==> src/rtl/mfp_clock_speed.vh <==
// Speed codes shared by the clock speed controller and the software register decode.
`ifndef MFP_CLOCK_SPEED_VH
`define MFP_CLOCK_SPEED_VH

`define MFP_SPEED_FAST 2'd0
`define MFP_SPEED_MID  2'd1
`define MFP_SPEED_LO   2'd2
`define MFP_SPEED_HALT 2'd3

`endif

==> src/rtl/mfp_clock_speed_controller_pkg.sv <==
// Speed code enum and request arbitration helper for the clock speed controller.
`include "mfp_clock_speed.vh"

package mfp_clock_speed_controller_pkg;

    typedef enum logic [1:0] {
        SPEED_FAST = `MFP_SPEED_FAST,
        SPEED_MID  = `MFP_SPEED_MID,
        SPEED_LO   = `MFP_SPEED_LO,
        SPEED_HALT = `MFP_SPEED_HALT
    } speed_e;

    // Loader beats software override, which beats the board switches.
    function automatic speed_e pick_target(
        input logic   ldr_active,
        input logic   override,
        input speed_e sys_latch,
        input logic   sel_lo,
        input logic   sel_mid
    );
        if (ldr_active)   return SPEED_FAST;
        else if (override) return sys_latch;
        else if (sel_lo)  return SPEED_LO;
        else if (sel_mid) return SPEED_MID;
        else              return SPEED_FAST;
    endfunction

endpackage

==> src/rtl/mfp_clock_tick_gen.sv <==
// Free-running period counter with end-of-period detect, registered clk_en and clko.
module mfp_clock_tick_gen #(
    parameter int CNT_W = 26,
    parameter int POW_W = 5
) (
    input  logic             clki,
    input  logic             rst,
    input  logic [POW_W-1:0] pow,
    input  logic             run,
    input  logic             clear,
    input  logic             step_fire,
    output logic             eop,
    output logic             clk_en,
    output logic             clko
);

    logic [CNT_W-1:0] cnt;
    logic [CNT_W-1:0] mask;
    logic [CNT_W-1:0] msb_mask;
    logic             clko_bit;

    // mask covers cnt[pow-1:0]; msb_mask isolates cnt[pow-1] for the square wave.
    always_comb begin
        mask     = ~({CNT_W{1'b1}} << pow);
        msb_mask = mask ^ (mask >> 1);
        eop      = ((cnt & mask) == mask);
        clko_bit = |(cnt & msb_mask);
    end

    always_ff @(posedge clki) begin
        if (rst) begin
            cnt    <= '0;
            clk_en <= 1'b0;
            clko   <= 1'b0;
        end else begin
            clk_en <= run ? eop : step_fire;
            clko   <= run ? clko_bit : step_fire;
            if (clear) begin
                cnt <= '0;
            end else if (run) begin
                cnt <= cnt + CNT_W'(1);
            end
        end
    end

endmodule

==> src/rtl/mfp_clock_speed_controller.sv <==
// Arbitrates CPU clock speed requests and applies changes only at period boundaries.
// Define MFP_CLOCK_SINGLE_STEP_EN to add the step port for single-stepping while halted.
module mfp_clock_speed_controller
    import mfp_clock_speed_controller_pkg::*;
#(
    parameter int DIV_POW_FASTEST = 1,
    parameter int DIV_POW_MID     = 22,
    parameter int DIV_POW_SLOWEST = 26
) (
    input  logic       clki,
    input  logic       rst,
    input  logic       sw_sel_lo,
    input  logic       sw_sel_mid,
    input  logic       ldr_active,
    input  logic       sys_req,
    input  logic [1:0] sys_speed,
    input  logic       sys_rel,
    output logic       sys_ack,
`ifdef MFP_CLOCK_SINGLE_STEP_EN
    input  logic       step,
`endif
    output logic       clk_en,
    output logic       clko,
    output logic [1:0] cur_speed,
    output logic       pending
);

    localparam int POW_W = $clog2(DIV_POW_SLOWEST + 1);

    speed_e           cur;
    speed_e           sys_latch;
    speed_e           target;
    speed_e           req_speed;
    logic             override;
    logic             ack_wait;
    logic             eop;
    logic             boundary;
    logic             do_switch;
    logic             run;
    logic             step_fire;
    logic [POW_W-1:0] pow;

    assign cur_speed = cur;
    assign req_speed = speed_e'(sys_speed);

    always_comb begin
        target = pick_target(ldr_active, override, sys_latch, sw_sel_lo, sw_sel_mid);
        case (cur)
            SPEED_MID: pow = POW_W'(DIV_POW_MID);
            SPEED_LO:  pow = POW_W'(DIV_POW_SLOWEST);
            default:   pow = POW_W'(DIV_POW_FASTEST);
        endcase
        // HALT has no period to finish, so leaving it is immediate.
        boundary  = (cur == SPEED_HALT) || eop;
        do_switch = boundary && (target != cur);
        run       = (cur != SPEED_HALT) && !(do_switch && (target == SPEED_HALT));
    end

`ifdef MFP_CLOCK_SINGLE_STEP_EN
    // A step while the previous step pulse is still on clk_en is dropped.
    assign step_fire = step && (cur == SPEED_HALT) && !do_switch && !clk_en;
`else
    assign step_fire = 1'b0;
`endif

    // Software handshake: sys_req is a one-cycle strobe that latches sys_speed as
    // the override; sys_ack answers with exactly one pulse once that speed is in
    // effect. A newer sys_req restarts the wait; sys_rel alone cancels it.
    always_ff @(posedge clki) begin
        if (rst) begin
            cur       <= SPEED_FAST;
            sys_latch <= SPEED_FAST;
            override  <= 1'b0;
            ack_wait  <= 1'b0;
            sys_ack   <= 1'b0;
            pending   <= 1'b0;
        end else begin
            if (do_switch) begin
                cur <= target;
            end
            pending <= (target != cur) && !do_switch;

            if (sys_req) begin
                override  <= 1'b1;
                sys_latch <= req_speed;
                sys_ack   <= (cur == req_speed);
                ack_wait  <= (cur != req_speed);
            end else if (sys_rel) begin
                override <= 1'b0;
                sys_ack  <= 1'b0;
                ack_wait <= 1'b0;
            end else if (ack_wait && (cur == sys_latch)) begin
                sys_ack  <= 1'b1;
                ack_wait <= 1'b0;
            end else begin
                sys_ack <= 1'b0;
            end
        end
    end

    mfp_clock_tick_gen #(
        .CNT_W (DIV_POW_SLOWEST),
        .POW_W (POW_W)
    ) u_tick_gen (
        .clki      (clki),
        .rst       (rst),
        .pow       (pow),
        .run       (run),
        .clear     (do_switch),
        .step_fire (step_fire),
        .eop       (eop),
        .clk_en    (clk_en),
        .clko      (clko)
    );

endmodule

==> config.mk <==
export PLATFORM = sky130hd
export DESIGN_NAME = mfp_clock_speed_controller
export DESIGN_NICKNAME = d
export VERILOG_FILES = /design/src/rtl/mfp_clock_speed_controller_pkg.sv /design/src/rtl/mfp_clock_tick_gen.sv /design/src/rtl/mfp_clock_speed_controller.sv
export VERILOG_INCLUDE_DIRS = /design/src /design/src/rtl
export SDC_FILE = /design/constraint.sdc
export NUM_CORES = 1
export LEC_CHECK = 0
export CAP_MARGIN = 15
export CORE_MARGIN = 2
export CORE_UTILIZATION = 61
export DETAILED_ROUTE_END_ITERATION = 10
export GPL_ROUTABILITY_DRIVEN = 0
export MAX_ROUTING_LAYER = met4
export PLACE_DENSITY_LB_ADDON = 0.15
export SLEW_MARGIN = 20
export SYNTH_ARGS = -nofsm -noshare
export SYNTH_HDL_FRONTEND = slang
export SYNTH_SLANG_ARGS = --single-unit
export TNS_END_PERCENT = 10
==> constraint.sdc <==
create_clock -name clki -period 6.4 [get_ports clki]
set_input_delay 0.96 -clock clki [delete_from_list [all_inputs] [get_ports clki]]
set_output_delay 0.96 -clock clki [all_outputs]
set_load 0.02 [all_outputs]
==> results of run 1 <==
[path summary, 6_finish.rpt]
check / from / to / slack [ns]
setup / recovery: sw_sel_lo / u_tick_gen.cnt[15]$_SDFFE_PP0P_ / 3.78
hold / removal: u_tick_gen.cnt[22]$_SDFFE_PP0P_ / u_tick_gen.cnt[22]$_SDFFE_PP0P_ / 0.51
setup reg to reg: cur_speed[0]$_SDFFE_PP0P_ / u_tick_gen.cnt[15]$_SDFFE_PP0P_ / 3.96
hold reg to reg: u_tick_gen.cnt[22]$_SDFFE_PP0P_ / u_tick_gen.cnt[22]$_SDFFE_PP0P_ / 0.51
[flip-flops by register name, indices dropped and copies added, names as in the netlist]
signal             count
pending                1
u_tick_gen.clk_en      1
sys_latch              2
u_tick_gen.clko        1
override               1
ack_wait               1
sys_ack                1
u_tick_gen.cnt        26
cur_speed              2
[synth_stat cells, types with 3 or more instances]
library cell,instances
dfxtp_1,36
buf_2,5
or4_1,5
nor2_1,20
o21ai_0,12
or3_1,13
a21oi_1,26
nor3_1,4
o31ai_1,5
nand4_1,8
nand2_1,12
nand3_1,9
mux2i_1,6
inv_1,7
clkbuf_1,4
ha_1,4
o21ai_1,3
xnor2_1,12
[layout make-up]
type,count,area share (%)
Multi-Input combinational cell,165,51.3
Sequential cell,36,34.8
Timing Repair Buffer,14,6.77
Clock inverter,3,2.06
Tap cell,33,2.00
Clock buffer,5,1.81
Inverter,7,1.27
[routing by layer]
layer | vias to the layer above | GRT usage [%] | share of wire [%]
met1 | 752 | 30.3 | 45
met3 | 5 | 8.08 | 5.4
met4 | 0 | 7.79 | 1.1
met2 | 34 | 39.6 | 48
li1 | 815 | - | -
met5 | - | - | 0
[cells by family (layout without fill, tap and decap cells)]
logic type / after synthesis / after routing / share of synthesized area, %
compound gates: 57 / 57 / 18.7
simple gates: 84 / 84 / 25.6
mux: 6 / 6 / 3.21
xor+xnor: 14 / 14 / 6.56
buf+inv: 18 / 29 / 4.75
fa+ha+maj: 4 / 4 / 2.68
flops: 36 / 36 / 38.5
[through the flow]
| stage | utilization (%) | area, um^2 | instances | total power [mW] | hold WS, ns |
|---|---|---|---|---|---|
| after CTS | 69.5 | 2070 | 263 | 0.454 | 0.507 |
| after global routing | 69.5 | 2070 | 263 | 0.469 | 0.532 |
| after floorplan | - | 1870 | 219 | 0.276 | 0.458 |
| after detailed placement | 66.8 | 1990 | 255 | 0.292 | 0.487 |
| final | 69.5 | 2070 | 263 | 0.453 | 0.506 |
| after global placement | 66.8 | 1990 | 255 | 0.290 | 0.475 |
[critical path: stages]
cell and delay, ns:
clkdlybuf4s50_1 0.43, or3b_1 0.35, a21oi_1 0.23, xnor2_1 0.15
nor2_1 0.10, o21bai_4 0.51, nor2_1 0.11
[cells in the final DEF, fill, tap and decap left out, drive strengths merged, types with 6 or more instances in the layout]
cell type / n
nand4: 10
nor2: 21
inv: 7
nand2: 12
nand3: 9
a21oi: 26
dfxtp: 36
mux2i: 6
xnor2: 12
or3: 13
nor3: 6
clkdlybuf4s50: 14
o21ai: 15
[power by group]
part	switching (mW)	total, mW	internal [mW]
Clock	0.0845	0.166	0.0814
Combinational	0.0267	0.0495	0.0228
Sequential	0.00734	0.238	0.231
==> out/summary.md, run 1 <==
The first routing iteration left 82 violations. In the synthesized netlist the dominant register cell turns out to be dfxtp_1. After detailed routing, the average wire length per cell comes to 14.8 um. For the number of hold violations in the final report, the log shows 0.

The count of final setup violators is 0, and the area used by multi-input combinational logic is 0.00106 mm^2. The routed layout has 1,606 vias. The antenna violation net count after detailed routing was 0. The run gives 25.0% as the overall routing resource usage. After routing, the total negative slack on setup checks comes to 0 ns.

Length in cells of the worst reg-to-reg path: 6. The worst setup path is launched from an input port. Number of buffers inserted by hold repair at cts: 0. Mean cell area of the mapped netlist: 8.54 um^2. Before CTS, the worst setup slack after placement is 3.38 ns. TritonCTS built the clock tree.

Across the run, the number of max-cap violations was 0. The final layout contains 242 nets. The cell row count is 20, and the area of all sequential standard cells is 721 um^2. The max-slew violation total from the final report is 0, and the relative max-transition margin is 58.1%. In the final layout, the share of cells above drive strength 1 is 6.96%.

0 antenna diodes ended up in the layout. The core region area is 0.00298 mm^2, and the detailed-routing iteration count for the pre-antenna-repair pass is 4. During I/O placement, the number of pins put on the boundary was 15.

The clock tree synthesis step divided the H-tree into 2 levels. Clock-pin slew was measured on the worst setup and hold paths at 0.11 ns. The count of fill cells added during filler insertion was 246; the final critical-path required period was 2.62 ns. The tools report the die area as 0.00353 mm^2.

Yosys printed 0 warnings. The synthesized design contains 36 register bits. The total congestion overflow is 0. STA classifies the critical path endpoint as a flip-flop. Setup repair after global routing left no endpoint under its margin. The number of antenna violations at the first check in global routing was 0; the peak clock frequency supported by timing was 0.382 GHz. The count of cells resized by post-cts repair was 0.

Power per cell area: 219 mW/mm^2. Sorting the synthesized cells by area gives the leading types as dfxtp_1, a21oi_1, xnor2_1, or3_1, nor2_1. The tools report the first-pass GRT wire length as 6420 um. Type of the tightest min-delay check: flip-flop to flip-flop.

Counting the buffers created by CTS gives 5. The actual transition at the worst max-transition pin is 0.627 ns. The cell area that synthesis handed to floorplanning was 0.00187 mm^2. The area fraction of the dominant cell type after synthesis is 38.5%.

Data arrives at the worst endpoint at 2.85 ns. The number of enable flip-flop cells after synthesis is 0, and the register area share after synthesis is 38.5%. Input and output buffers added on the ports amount to 14.

The die width is 59.4 um, and the layout-stage area growth over the synthesis result is 10.6%. Yosys mapped the design onto 41 distinct sky130hd cell types. The clock net in this run drives a total of 36 sinks.

VDD sags by at most 0.000172 V. The tools report the pin count of the biggest net entering global routing as 27. The critical-path maximum fanout works out to 26. CTS placed an instance of clkbuf_4 at the clock tree root. The initial standard-cell utilization of the core is 62.8%, and the clock latency on the worst-skew pair is 0.36 ns. The critical path is of the input port to flip-flop type.

After technology mapping, the gate count stands at 219. STA puts the critical path data required time at 6.63 ns. The proportion of synthesized flip-flops having asynchronous set or reset was 0%.

Of all cell types, the one taking the most synthesized area is dfxtp_1. The clock skew after layout is 0.00673 ns, and the detailed-route wire length is 3910 um. The run gives 0 as the number of remaining DRC errors. In the routed layout, each cell is associated on average with a via count of 6.11. Once detailed placement completed, the half-perimeter wirelength came to 2750 um.

Measured along the y axis, the die boundary spans 59.4 um. After layout, the worst path uses 40.9% of the clock period. The tools report the via count of the first global-routing pass as 1,498. The number of nets in the synthesized netlist is 232. The clock passes through at most 2 buffers. The worst path meets setup with 3.78 ns of slack.

Post-CTS timing repair inserted 0 buffers for setup. The flow ran to the end, and the final reports show no timing, DRC or antenna violations. The cell depth of the worst hold path is 2. Summed over all cells, the static leakage comes to 0.688 nW.
(Power assumes the default switching activity.)
==> run 2: changes to the inputs <==
--- a/config.mk
+++ b/config.mk
@@ -8,7 +8,7 @@
 export LEC_CHECK = 0
 export CAP_MARGIN = 15
 export CORE_MARGIN = 2
-export CORE_UTILIZATION = 61
+export CORE_UTILIZATION = 51
 export DETAILED_ROUTE_END_ITERATION = 10
 export GPL_ROUTABILITY_DRIVEN = 0
 export MAX_ROUTING_LAYER = met4
==> constraint.sdc (replaced) <==
create_clock -name clki -period 2.1 [get_ports clki]
set_input_delay 0.315 -clock clki [delete_from_list [all_inputs] [get_ports clki]]
set_output_delay 0.315 -clock clki [all_outputs]
set_load 0.02 [all_outputs]
==> run 2 against run 1 <==
Net effect:
- die area grew 18%
- core utilization shrank 6.8 points
- via count grew 7.8%
- sequential power grew to 3.0 times the previous value
- worst hold slack lost 0.017 ns
- largest power group unchanged
- critical path depth grew 1
- wire length grew 7.7%
- clock power grew to 3.5 times the previous value
- highest routed layer unchanged
- global-route usage shrank 3.3 points
- flip-flop and latch count is the same
- cell area grew 9.3%
==> out/summary.md, run 2 (same netlist as run 1, synthesis figures left out) <==
The filler cells instantiated in the layout total 312. The root cell of the clock tree is clkbuf_8. Wires add up to 4200 um.

The peak clock frequency supported by timing came out at 0.495 GHz. The layout-stage area growth over the synthesis result was 20.9%. The largest single stage delay on the critical path is 0.47 ns. At the pin with the least slew margin, the transition time is 0.486 ns.

Floorplan die height: 64.6 um. In this run the worst path has a maximum fanout of 26. The cell at the slowest stage of the critical path was dfxtp_1.

Type of the tightest min-delay check: flip-flop to flip-flop. For the combinational share of power, the log shows 12.3%. The antenna violation net count after detailed routing is 0, and the number of antenna violations at the first check in global routing is 0.

The number of flip-flops in the largest register works out to 26. The critical path goes through nand4_4 -> nor2_2 -> a31o_1 -> buf_4 -> a31oi_4 -> o21bai_4 -> buf_12 -> a21oi_1. The pin count of the biggest net entering global routing came out at 27. u_tick_gen.cnt holds more flip-flops than any other register. Counting both buffers and inverters, the worst setup path holds a total of 2.

The post-route netlist has 13.1% of its cells at a drive strength greater than 1. The logs give 0 for the reported max-cap violation count and 0.488 ns for the minimum hold slack. For this configuration, the core starts out at a cell density of 51.9%.

The first global-routing pass estimated 6940 um of wire. The tools report the cell row count as 22. The nature of the critical path startpoint was a flip-flop. The share of total power dissipated in the clock network is 39.4%.

The logs give 1,623 for the via count of the first global-routing pass and 2 for the clock tree buffer depth. Headroom to the max-slew limit came out at 67.5%. TritonCTS built the clock tree.

After floorplanning, the core was sized to cover 0.00361 mm^2. Detailed routing inserted a total of 1,731 vias. The run gives 0 ns as the post-route setup TNS. Clock latency on the worst-skew pair, taken at its later pin, is 0.29 ns.

The top cell types in the final layout, fill and taps aside, are dfxtp_1, a21oi_1, nor2_1. The total of buffers placed on input and output ports came out at 14. For the violation count after the first detailed-routing iteration, the log shows 130.

The type of destination of the critical path is a flip-flop. The power after layout is 1.49 mW, and the die width is 64.6 um. Family with the most delay on the worst path: compound AO/OA/AOI/OAI gates. In this run the static leakage power is 0.779 nW.

The number of top-level design ports is 15, and the number of remaining DRC errors is 0. The overall routing resource usage is 21.8%. The tools report the clock skew after layout as 0.00841 ns.

For the worst setup slack for register-to-register paths, the log shows 0.08 ns. Setup violations remaining at the end of the flow were counted as 0. The HPWL after detailed placement is 3010 um. The die covers 0.00417 mm^2.

In the finished design, the share of the clock period the worst path needs comes to 96.2%. The number of hold violations in the final report is 0, and the design internal power is 1.14 mW. VDD sags by at most 0.000461 V. The tools report the data arrival time of the critical path as 2.19 ns.

The power per cell area came out at 660 mW/mm^2. The run finished with clean final reports. Dividing the detail-routed wire length by the instance count gives 14.4 um.

The fraction of power spent switching nets works out to 23.5%. The pre-antenna-repair detailed-routing pass consisted of 4 iterations. Commonest non-fill, non-tap cell in the layout: dfxtp_1. The tools report the CTS sink count as 36. Post-CTS timing repair inserted 0 buffers for setup. For the max-slew violation total from the final report, the log shows 0. For the number of buffers created by CTS, the log shows 5.

At the end of the flow, the number of nets in the layout was 256. In the routed layout, each cell is associated on average with a via count of 5.93. The logs give 283 for the instance count after placement with tap cells included and 0 for the total congestion overflow. The clock transition at the registers of the reported paths is 0.07 ns. The required time of the critical path came out at 2.27 ns. The share of total power dissipated in sequential elements is 48.3%.

Power dissipated by switching net loads: 351 uW. The setup path with the least slack is of type flip-flop to flip-flop. The H-tree generated during clock tree synthesis spans 2 levels. For the finished layout, the period the worst path requires is 2.02 ns. The number of antenna diodes in the final layout is 0.

Non-filler instance count after layout: 292.
-- run 2: cell types whose count changed in the layout (fill, tap and decap cells not counted), sizes merged --
cell,delta
a31o,+1
buf,+13
-- run 2: worst paths after layout --
check	startpoint	to	depth (start not counted)
max reg2reg	u_tick_gen.cnt[8]$_SDFFE_PP0P_	u_tick_gen.cnt[24]$_SDFFE_PP0P_	8
min reg2reg	u_tick_gen.cnt[23]$_SDFFE_PP0P_	u_tick_gen.cnt[23]$_SDFFE_PP0P_	2
min	u_tick_gen.cnt[23]$_SDFFE_PP0P_	u_tick_gen.cnt[23]$_SDFFE_PP0P_	2
max	u_tick_gen.cnt[8]$_SDFFE_PP0P_	u_tick_gen.cnt[24]$_SDFFE_PP0P_	8
-- run 2: power groups by stage --
stage          combinational [mW]  sequential, mW  clock (mW)
3_3_place_gp                0.169           0.735           0
6_report                    0.183           0.721       0.589
5_1_grt                     0.200           0.723       0.627
4_1_cts                     0.176           0.720       0.604
3_5_place_dp                0.175           0.736           0
2_1_floorplan              0.0974           0.744           0
-- run 2: metrics by stage --
step | setup WS, ns | util [%] | cell area, um^2
after global placement | -0.00817 | 58.9 | 2120
after global routing | -0.0241 | 62.7 | 2260
after CTS | 0.0477 | 62.0 | 2230
after detailed placement | -0.0835 | 58.9 | 2120
final | 0.0806 | 62.7 | 2260
after floorplan | 0.0525 | - | 1880
-- run 2: final cells by class --
cell class                      instances  area, um^2  area share [%]
Clock buffer                            5        68.8            3.04
Clock inverter                          3        42.5            1.88
Inverter                                7        26.3            1.16
Multi-Input combinational cell        166        1090            48.1
Sequential cell                        36         726            32.1
Tap cell                               48        60.1            2.66
Timing Repair Buffer                   27         250            11.1
-- run 2: worst register-to-register path, stage by stage (launching register included) --
cell and delay [ns]:
dfxtp_1 0.47, nand4_4 0.16, nor2_2 0.18, a31o_1 0.30
buf_4 0.23, a31oi_4 0.14, o21bai_4 0.18, buf_12 0.18
a21oi_1 0.07
-- run 2: routing by layer --
| layer | track usage (%) | wire, um | vias up |
|---|---|---|---|
| li1 | - | - | 849 |
| met1 | 23.6 | 1780 | 822 |
| met2 | 37.4 | 2110 | 49 |
| met3 | 5.56 | 227 | 11 |
| met4 | 10.1 | 85 | 0 |
| met5 | - | 0 | - |
-- run 2: what timing repair did --
action	CTS	global route
gates resized for setup	0	2
endpoints found under the setup margin	0	14
hold buffers	0	0
==> run 3: changes to the inputs <==
--- a/config.mk
+++ b/config.mk
@@ -13,7 +13,6 @@
 export GPL_ROUTABILITY_DRIVEN = 0
 export MAX_ROUTING_LAYER = met4
 export PLACE_DENSITY_LB_ADDON = 0.15
-export SLEW_MARGIN = 20
 export SYNTH_ARGS = -nofsm -noshare
 export SYNTH_HDL_FRONTEND = slang
 export SYNTH_SLANG_ARGS = --single-unit
==> results of run 3 <==
No change in the layout: final DEF, timing and power equal those of run 2.
